[src/rtl/lfsr_fpga_pkg.sv]
// Shared types and timing constants for the LFSR board wrapper.
// Cycle counts for the button stepper are derived from these constants.
package lfsr_fpga_pkg;

  typedef enum logic [1:0] {
    BTN_IDLE    = 2'd0,
    BTN_PRESSED = 2'd1,
    BTN_REPEAT  = 2'd2
  } btn_state_e;

  localparam int unsigned CLK_HZ    = 12_000_000;
  localparam int unsigned HOLD_MS   = 1000;
  localparam int unsigned REPEAT_MS = 250;

  function automatic int unsigned ms_to_cycles(input int unsigned ms);
    return (CLK_HZ / 1000) * ms;
  endfunction

endpackage

[src/rtl/button_stepper.sv]
// Debounced button level -> single-cycle step strobes with auto-repeat,
// plus long-press level, release strobe and a wrapping step counter.
module button_stepper
  import lfsr_fpga_pkg::*;
#(
  parameter int unsigned HOLD_CYCLES   = ms_to_cycles(HOLD_MS),
  parameter int unsigned REPEAT_CYCLES = ms_to_cycles(REPEAT_MS),
  parameter int unsigned CNT_W         = 8
) (
  input  logic             clk_i,
  input  logic             rst_i,
  input  logic             clean_i,
  output logic             step_o,
  output logic             long_o,
  output logic             release_o,
  output logic [CNT_W-1:0] step_cnt_o
);

  localparam int unsigned MAX_CYC = (HOLD_CYCLES > REPEAT_CYCLES) ? HOLD_CYCLES : REPEAT_CYCLES;
  localparam int unsigned CW      = $clog2(MAX_CYC);
  localparam logic [CW-1:0] HOLD_LAST = CW'(HOLD_CYCLES - 1);
  localparam logic [CW-1:0] REP_LAST  = CW'(REPEAT_CYCLES - 1);

  if (HOLD_CYCLES < 2) begin : g_bad_hold
    $error("button_stepper: HOLD_CYCLES must be >= 2");
  end
  if (REPEAT_CYCLES < 1) begin : g_bad_repeat
    $error("button_stepper: REPEAT_CYCLES must be >= 1");
  end

  btn_state_e       state_q, state_d;
  logic [CW-1:0]    cnt_q, cnt_d;
  logic             step_q, step_d;
  logic             long_q, long_d;
  logic             rel_q, rel_d;
  logic [CNT_W-1:0] step_cnt_q, step_cnt_d;

  always_ff @(posedge clk_i or negedge rst_i) begin
    if (!rst_i) begin
      state_q    <= BTN_IDLE;
      cnt_q      <= '0;
      step_q     <= 1'b0;
      long_q     <= 1'b0;
      rel_q      <= 1'b0;
      step_cnt_q <= '0;
    end else begin
      state_q    <= state_d;
      cnt_q      <= cnt_d;
      step_q     <= step_d;
      long_q     <= long_d;
      rel_q      <= rel_d;
      step_cnt_q <= step_cnt_d;
    end
  end

  // Release is checked first in every held state so it beats a terminal count.
  always_comb begin
    state_d = state_q;
    cnt_d   = cnt_q;
    step_d  = 1'b0;
    rel_d   = 1'b0;
    long_d  = long_q;
    case (state_q)
      BTN_IDLE: begin
        long_d = 1'b0;
        if (clean_i) begin
          state_d = BTN_PRESSED;
          step_d  = 1'b1;
          cnt_d   = '0;
        end
      end
      BTN_PRESSED: begin
        if (!clean_i) begin
          state_d = BTN_IDLE;
          rel_d   = 1'b1;
          cnt_d   = '0;
        end else if (cnt_q == HOLD_LAST) begin
          state_d = BTN_REPEAT;
          step_d  = 1'b1;
          long_d  = 1'b1;
          cnt_d   = '0;
        end else begin
          cnt_d = cnt_q + CW'(1);
        end
      end
      BTN_REPEAT: begin
        if (!clean_i) begin
          state_d = BTN_IDLE;
          rel_d   = 1'b1;
          long_d  = 1'b0;
          cnt_d   = '0;
        end else if (cnt_q == REP_LAST) begin
          step_d = 1'b1;
          cnt_d  = '0;
        end else begin
          cnt_d = cnt_q + CW'(1);
        end
      end
      default: begin
        state_d = BTN_IDLE;
        cnt_d   = '0;
        long_d  = 1'b0;
      end
    endcase
    step_cnt_d = step_cnt_q + CNT_W'(step_d);
  end

  assign step_o     = step_q;
  assign long_o     = long_q;
  assign release_o  = rel_q;
  assign step_cnt_o = step_cnt_q;

endmodule
[config.mk]
export PLATFORM = sky130hd
export DESIGN_NAME = button_stepper
export DESIGN_NICKNAME = d
export VERILOG_FILES = /design/src/rtl/lfsr_fpga_pkg.sv /design/src/rtl/button_stepper.sv
export SDC_FILE = /design/constraint.sdc
export NUM_CORES = 1
export LEC_CHECK = 0
export BUFFER_PORTS_ARGS = -buffer_cell sky130_fd_sc_hd__buf_2
export CORE_MARGIN = 2
export CORE_UTILIZATION = 60
export CTS_BUF_LIST = sky130_fd_sc_hd__clkbuf_8
export CTS_CLUSTER_DIAMETER = 150
export CTS_CLUSTER_SIZE = 16
export DETAILED_ROUTE_END_ITERATION = 8
export PLACE_DENSITY = 0.88
export SLEW_MARGIN = 10
export SYNTH_ARGS = -nofsm -noshare
export SYNTH_HDL_FRONTEND = slang
export SYNTH_SLANG_ARGS = --single-unit
export TNS_END_PERCENT = 5
[constraint.sdc]
create_clock -name clk_i -period 5.5 [get_ports clk_i]
set_clock_uncertainty 0.1 [all_clocks]
set_input_delay 0.55 -clock clk_i [delete_from_list [all_inputs] [get_ports clk_i]]
set_output_delay 0.55 -clock clk_i [all_outputs]
set_load 0.01 [all_outputs]
[Word-level counts from Yosys, hierarchy flattened]
Index checks and enable logic that the tools add are counted.
Storage, ports and cells
  input bits: 3
  bits in writable memories: 0
  logic and storage cells: 44
  bits in latches: 0
  output and inout bits: 11
  memories kept: 0
  register bits: 37
  ROM bits: 0
Operators by class
  muxes and demuxes: 23
  equality and inequality tests: 9
  div/mod/pow operators: 0
  $lt $le $gt $ge: 0
  bitwise logic cells: 0
  $mul: 0
  shift-type cells: 0
  $add $sub $neg: 2
  reduce and logical (&&, ||, !) cells: 4
Operators with widths (number)
  24-bit 2-to-1 mux: 5
  24-bit case mux with 3 select lines: 1
  24-bit by 1-bit adder with 24-bit output, second input constant: 1
  24-bit by 22-bit equality test with 1-bit output, second input constant: 1
  24-bit equality test, second input constant: 1
  1-bit 2-to-1 mux: 10
  8-bit by 1-bit adder with 8-bit output: 1
  2-bit 2-to-1 mux: 4
  2-bit != test, second input constant: 4
  2-bit case mux with 3 select lines: 1
  3-bit AND reduction: 2
  3-bit != test, second input constant: 1
  1-bit case mux with 3 select lines: 1
  2-bit by 1-bit equality test with 1-bit output, second input constant: 1
  2-bit equality test, second input constant: 1
  2-bit zero test: 1
  1-bit case mux with 2 select lines: 1
  2-bit OR reduction: 1

[Logic depth before layout (Yosys ltp)]
  depth in word-level cells: 5
  mapped depth: 11

[Least setup slack after synthesis]
OpenSTA, ideal clock, no wires.
  path type: register to register
  start point: reg cnt_q[11]
  end point: reg step_cnt_q[7] (netlist: step_cnt_o[7])
  path buffers: 0
  period minus slack after synthesis: 2.519 ns
  cell stages (with the launch flop): 11
  arrival: 2.295 ns
  path slack: 2.981 ns
  data required time: 5.276 ns
  cell sequence: dfrtp_1 or4_1 nor3_1 and4_1 o21ai_0 a21oi_1 ha_1 nand4_1 nor2_1 nand2_1 xnor2_1
Between the ends
  cells in the longest elaborated chain, start to end: 5
Ends and longest elaborated chain
  start, declared: line button_stepper.sv:32  | logic [CW-1:0] cnt_q, cnt_d;
  start signal, assigned: line button_stepper.sv:48  | cnt_q <= cnt_d;
  24-bit by 22-bit equality test with 1-bit output or 24-bit equality test (tied branches): line button_stepper.sv:92, button_stepper.sv:77
  1-bit 2-to-1 mux, on equally long branches: line button_stepper.sv:92, button_stepper.sv:77
  1-bit 2-to-1 mux, on equally long branches: line button_stepper.sv:87, button_stepper.sv:73
  1-bit case mux with 3 select lines (*): line button_stepper.sv:63  | case (state_q)
  via step_d: line button_stepper.sv:33  | logic step_q, step_d;
  8-bit by 1-bit adder with 8-bit output (*): line button_stepper.sv:105  | step_cnt_d = step_cnt_q + CNT_W'(step_d);
  via step_cnt_d[7]: line button_stepper.sv:36  | logic [CNT_W-1:0] step_cnt_q, step_cnt_d;
  end signal, assigned: line button_stepper.sv:52  | step_cnt_q <= step_cnt_d;
  end, declared: line button_stepper.sv:36
Mark *: on every way through the listed nets, which the timed path passes. The rest lies on a longest branch.
A chain may end at the register's enable or synchronous reset.

[Worst setup path in the final report]
Same ends and word-level chain as after synthesis.

==> flow_summary.yaml <==
status:
  status: "completed"
worst_setup_path:
  cp_cell_sequence: "or4_1, nor3_1, and4_1, o21ai_0, a21oi_1, ha_1, nand4_1, nor2_1, nand2_1, xnor2_1"
  critPathArrivalTime_ns: 2.87
  cp.required_ns: 5.58
  crit_path_end_kind: "flop"
  cp_max_fo: 7
  cp-startpoint: "cnt_q[11]"
  worstReg2RegStart: "cnt_q[11]"
  path_class: "reg -> reg"
  cp-start-kind: "flop"
  path_delay_family: "simple AND/OR/NAND/NOR gates"
  cp_num_buf_inv: 0
  critPathSlowestCell: "or4_1"
  critPathMaxStageDelay_ns: 0.54
logic_synthesis:
  synth.most_common_cell: "nand2_1"
  syn_area_mm2: 0.00230
  synth_edf_count: 0
  yosysSeqAreaShare: 0.402
  synth_area_leaders: "dfrtp_1, nand2_1, o221ai_1"
  synth-seq-cells: 37
  ys_warn_count: 0
  synth_top_cell_by_area: "dfrtp_1"
  synth_common_cells: "nand2_1, dfrtp_1, nor2_1"
  syn_area_per_cell_um2: 8.82
  syn-num-nets: 271
  ys_types: 49
  async_reset_ff_frac: 1.00
  synth.top_cell.area_share: 0.402
  syn-instance-count: 261
  synthFlopType: "dfrtp_1"
sta:
  fin_crit_sh: 0.507
  rsz0062_at_grt: "false"
  setup_violations: 0
  fin_tns_setup_ns: 0
  drv_slew: 0
  fmax_mhz: 359
  tightestPinTransition_ns: 0.827
  hold_violations: 0
  fin_crit_ns: 2.79
  slew_headroom: 0.449
place:
  hpwlAfterDp_mm: 3.53
  numPortBuffers: 13
  gp_congestion: 0.887
clock_network:
  ctsResizeCount: 0
  post-cts-setup-buffers: 0
  cts_buffer_depth: 2
  cts_sinks: 37
  cts_tree: "done"
  clk_pin_slew_worst_paths_ns: 0.07
  ctsHoldBuffers: 0
  clock_latency_ns: 0.29
  root_buffer: "clkbuf_8"
  htreeDepth: 2
  cts_inserted_buffers: 5
die:
  core-area_mm2: 0.00369
  die_area_mm2: 0.00435
  initial_utilization: 0.624
  die_w_um: 65.9
  die_y_um: 65.9
  rows: 22
  ios: 14
hold_path:
  hold_class: "in -> async"
layout:
  fin_nets: 281
  antenna_cells: 0
  final_layout_size_suffix_gt1_frac: 0.136
  syn_to_final_growth_pct: 9.57
routing:
  drcViolationCount: 0
  first_pass_iters: 4
  routed_wirelength_mm: 5.12
  postRouteAntennaNets: 0
  drtIter0Drc: 169
  viasPerCell: 6.32
  wl_per_cell_um: 16.0
  num_vias: 2021
power_and_ir_drop:
  p_leak_nw: 1.07
  p_total_w: 0.000840
  ir_drop_mv: 0.245
  power_density_mw_per_mm2: 333
global_route:
  antenna_found_initial: 0
  grt-ovfl-total: 0
  grt_usage: 0.261
  grt_pass1_vias: 1907
  grt_pass1_wl_mm: 8.91
  grt_max_degree: 38
flow_run:
  drv_cap: 0
layer usage:
metal | GRT usage | wire length [um]
met5 | 0 | 0
met2 | 0.437 | 2430
met4 | 0.0536 | 43
met1 | 0.350 | 2300
met3 | 0.0545 | 347
layout make-up:
| cell class | instances | area (um2) |
|---|---|---|
| sequential | 37 | 926 |
| clock inverter | 3 | 65.1 |
| timing repair buffer | 17 | 95.1 |
| clock buffer | 5 | 68.8 |
| fill | 287 | 1170 |
| inverter | 10 | 37.5 |
| multi-input combinational | 200 | 1270 |
| tap | 48 | 60.1 |
where the power goes:
part           leakage (nW)  switching, W  total (W)  internal (W)
clock network        0.0681     0.0000989   0.000279      0.000180
logic                 0.496      0.000144   0.000216     0.0000724
registers             0.502     0.0000390   0.000345      0.000306
total                  1.07      0.000282   0.000840      0.000559
through the flow:
step / std cells / instance area (um2) / hold slack, ns / setup WS, ns / util
2_1_floorplan: 261 / 2300 / 0.154 / 2.98 / -
3_3_place_gp: 312 / 2390 / 0.364 / 2.81 / 0.648
3_5_place_dp: 312 / 2390 / 0.380 / 2.76 / 0.648
4_1_cts: 320 / 2520 / 0.275 / 2.73 / 0.684
5_1_grt: 320 / 2520 / 0.324 / 2.48 / 0.684
6_report: 320 / 2520 / 0.250 / 2.71 / 0.684
worst paths after layout:
kind	end	depth (start not counted)	slack, ns
max	step_cnt_o[7]	10	2.71
max in group asynchronous	state_q[0]	1	4.53
min	step_cnt_o[5]	1	0.25
min in group clk_i	step_cnt_o[6]	1	0.39
min reg2reg	step_cnt_o[6]	1	0.39
max reg2reg	step_cnt_o[7]	10	2.71
logic make-up (layout without fill, tap and decap cells):
logic type / Yosys count / in the layout / synth area share
AO/OA/AOI/OAI: 55 / 55 / 0.187
XOR/XNOR: 8 / 8 / 0.0304
adder cells (fa/ha/maj): 7 / 7 / 0.0380
buffers and inverters: 24 / 35 / 0.0462
flip-flops: 37 / 37 / 0.402
AND/OR/NAND/NOR: 130 / 130 / 0.296
state kept, by name (all words and copies together), names as in the netlist:
signal      count
release_o       1
step_o          1
step_cnt_o      8
long_o          1
cnt_q          24
state_q         2
cells in the final DEF, fill, tap and decap left out, types with 2 or more instances in the layout:
master     count
o21a_1         4
dfrtp_1       37
nand4_1       11
nor2_1        12
and4_2         2
o2111ai_1      8
and2_1         5
nor4_1         6
bufinv_16      2
nor3_1         9
nand2_1       51
or4_4          2
xor2_1         3
o221ai_1      11
clkbuf_8       5
xnor2_1        5
and3_1         4
ha_1           7
inv_1         10
nand3_1       10
o311ai_0       2
and4_1         2
o21ai_0        6
buf_2         13
a22oi_1        3
or4_1          2
a21oi_1        2
nor2b_1        4
o211ai_1      11
buf_4          4
No activity file was read; power rests on OpenSTA's default activity.
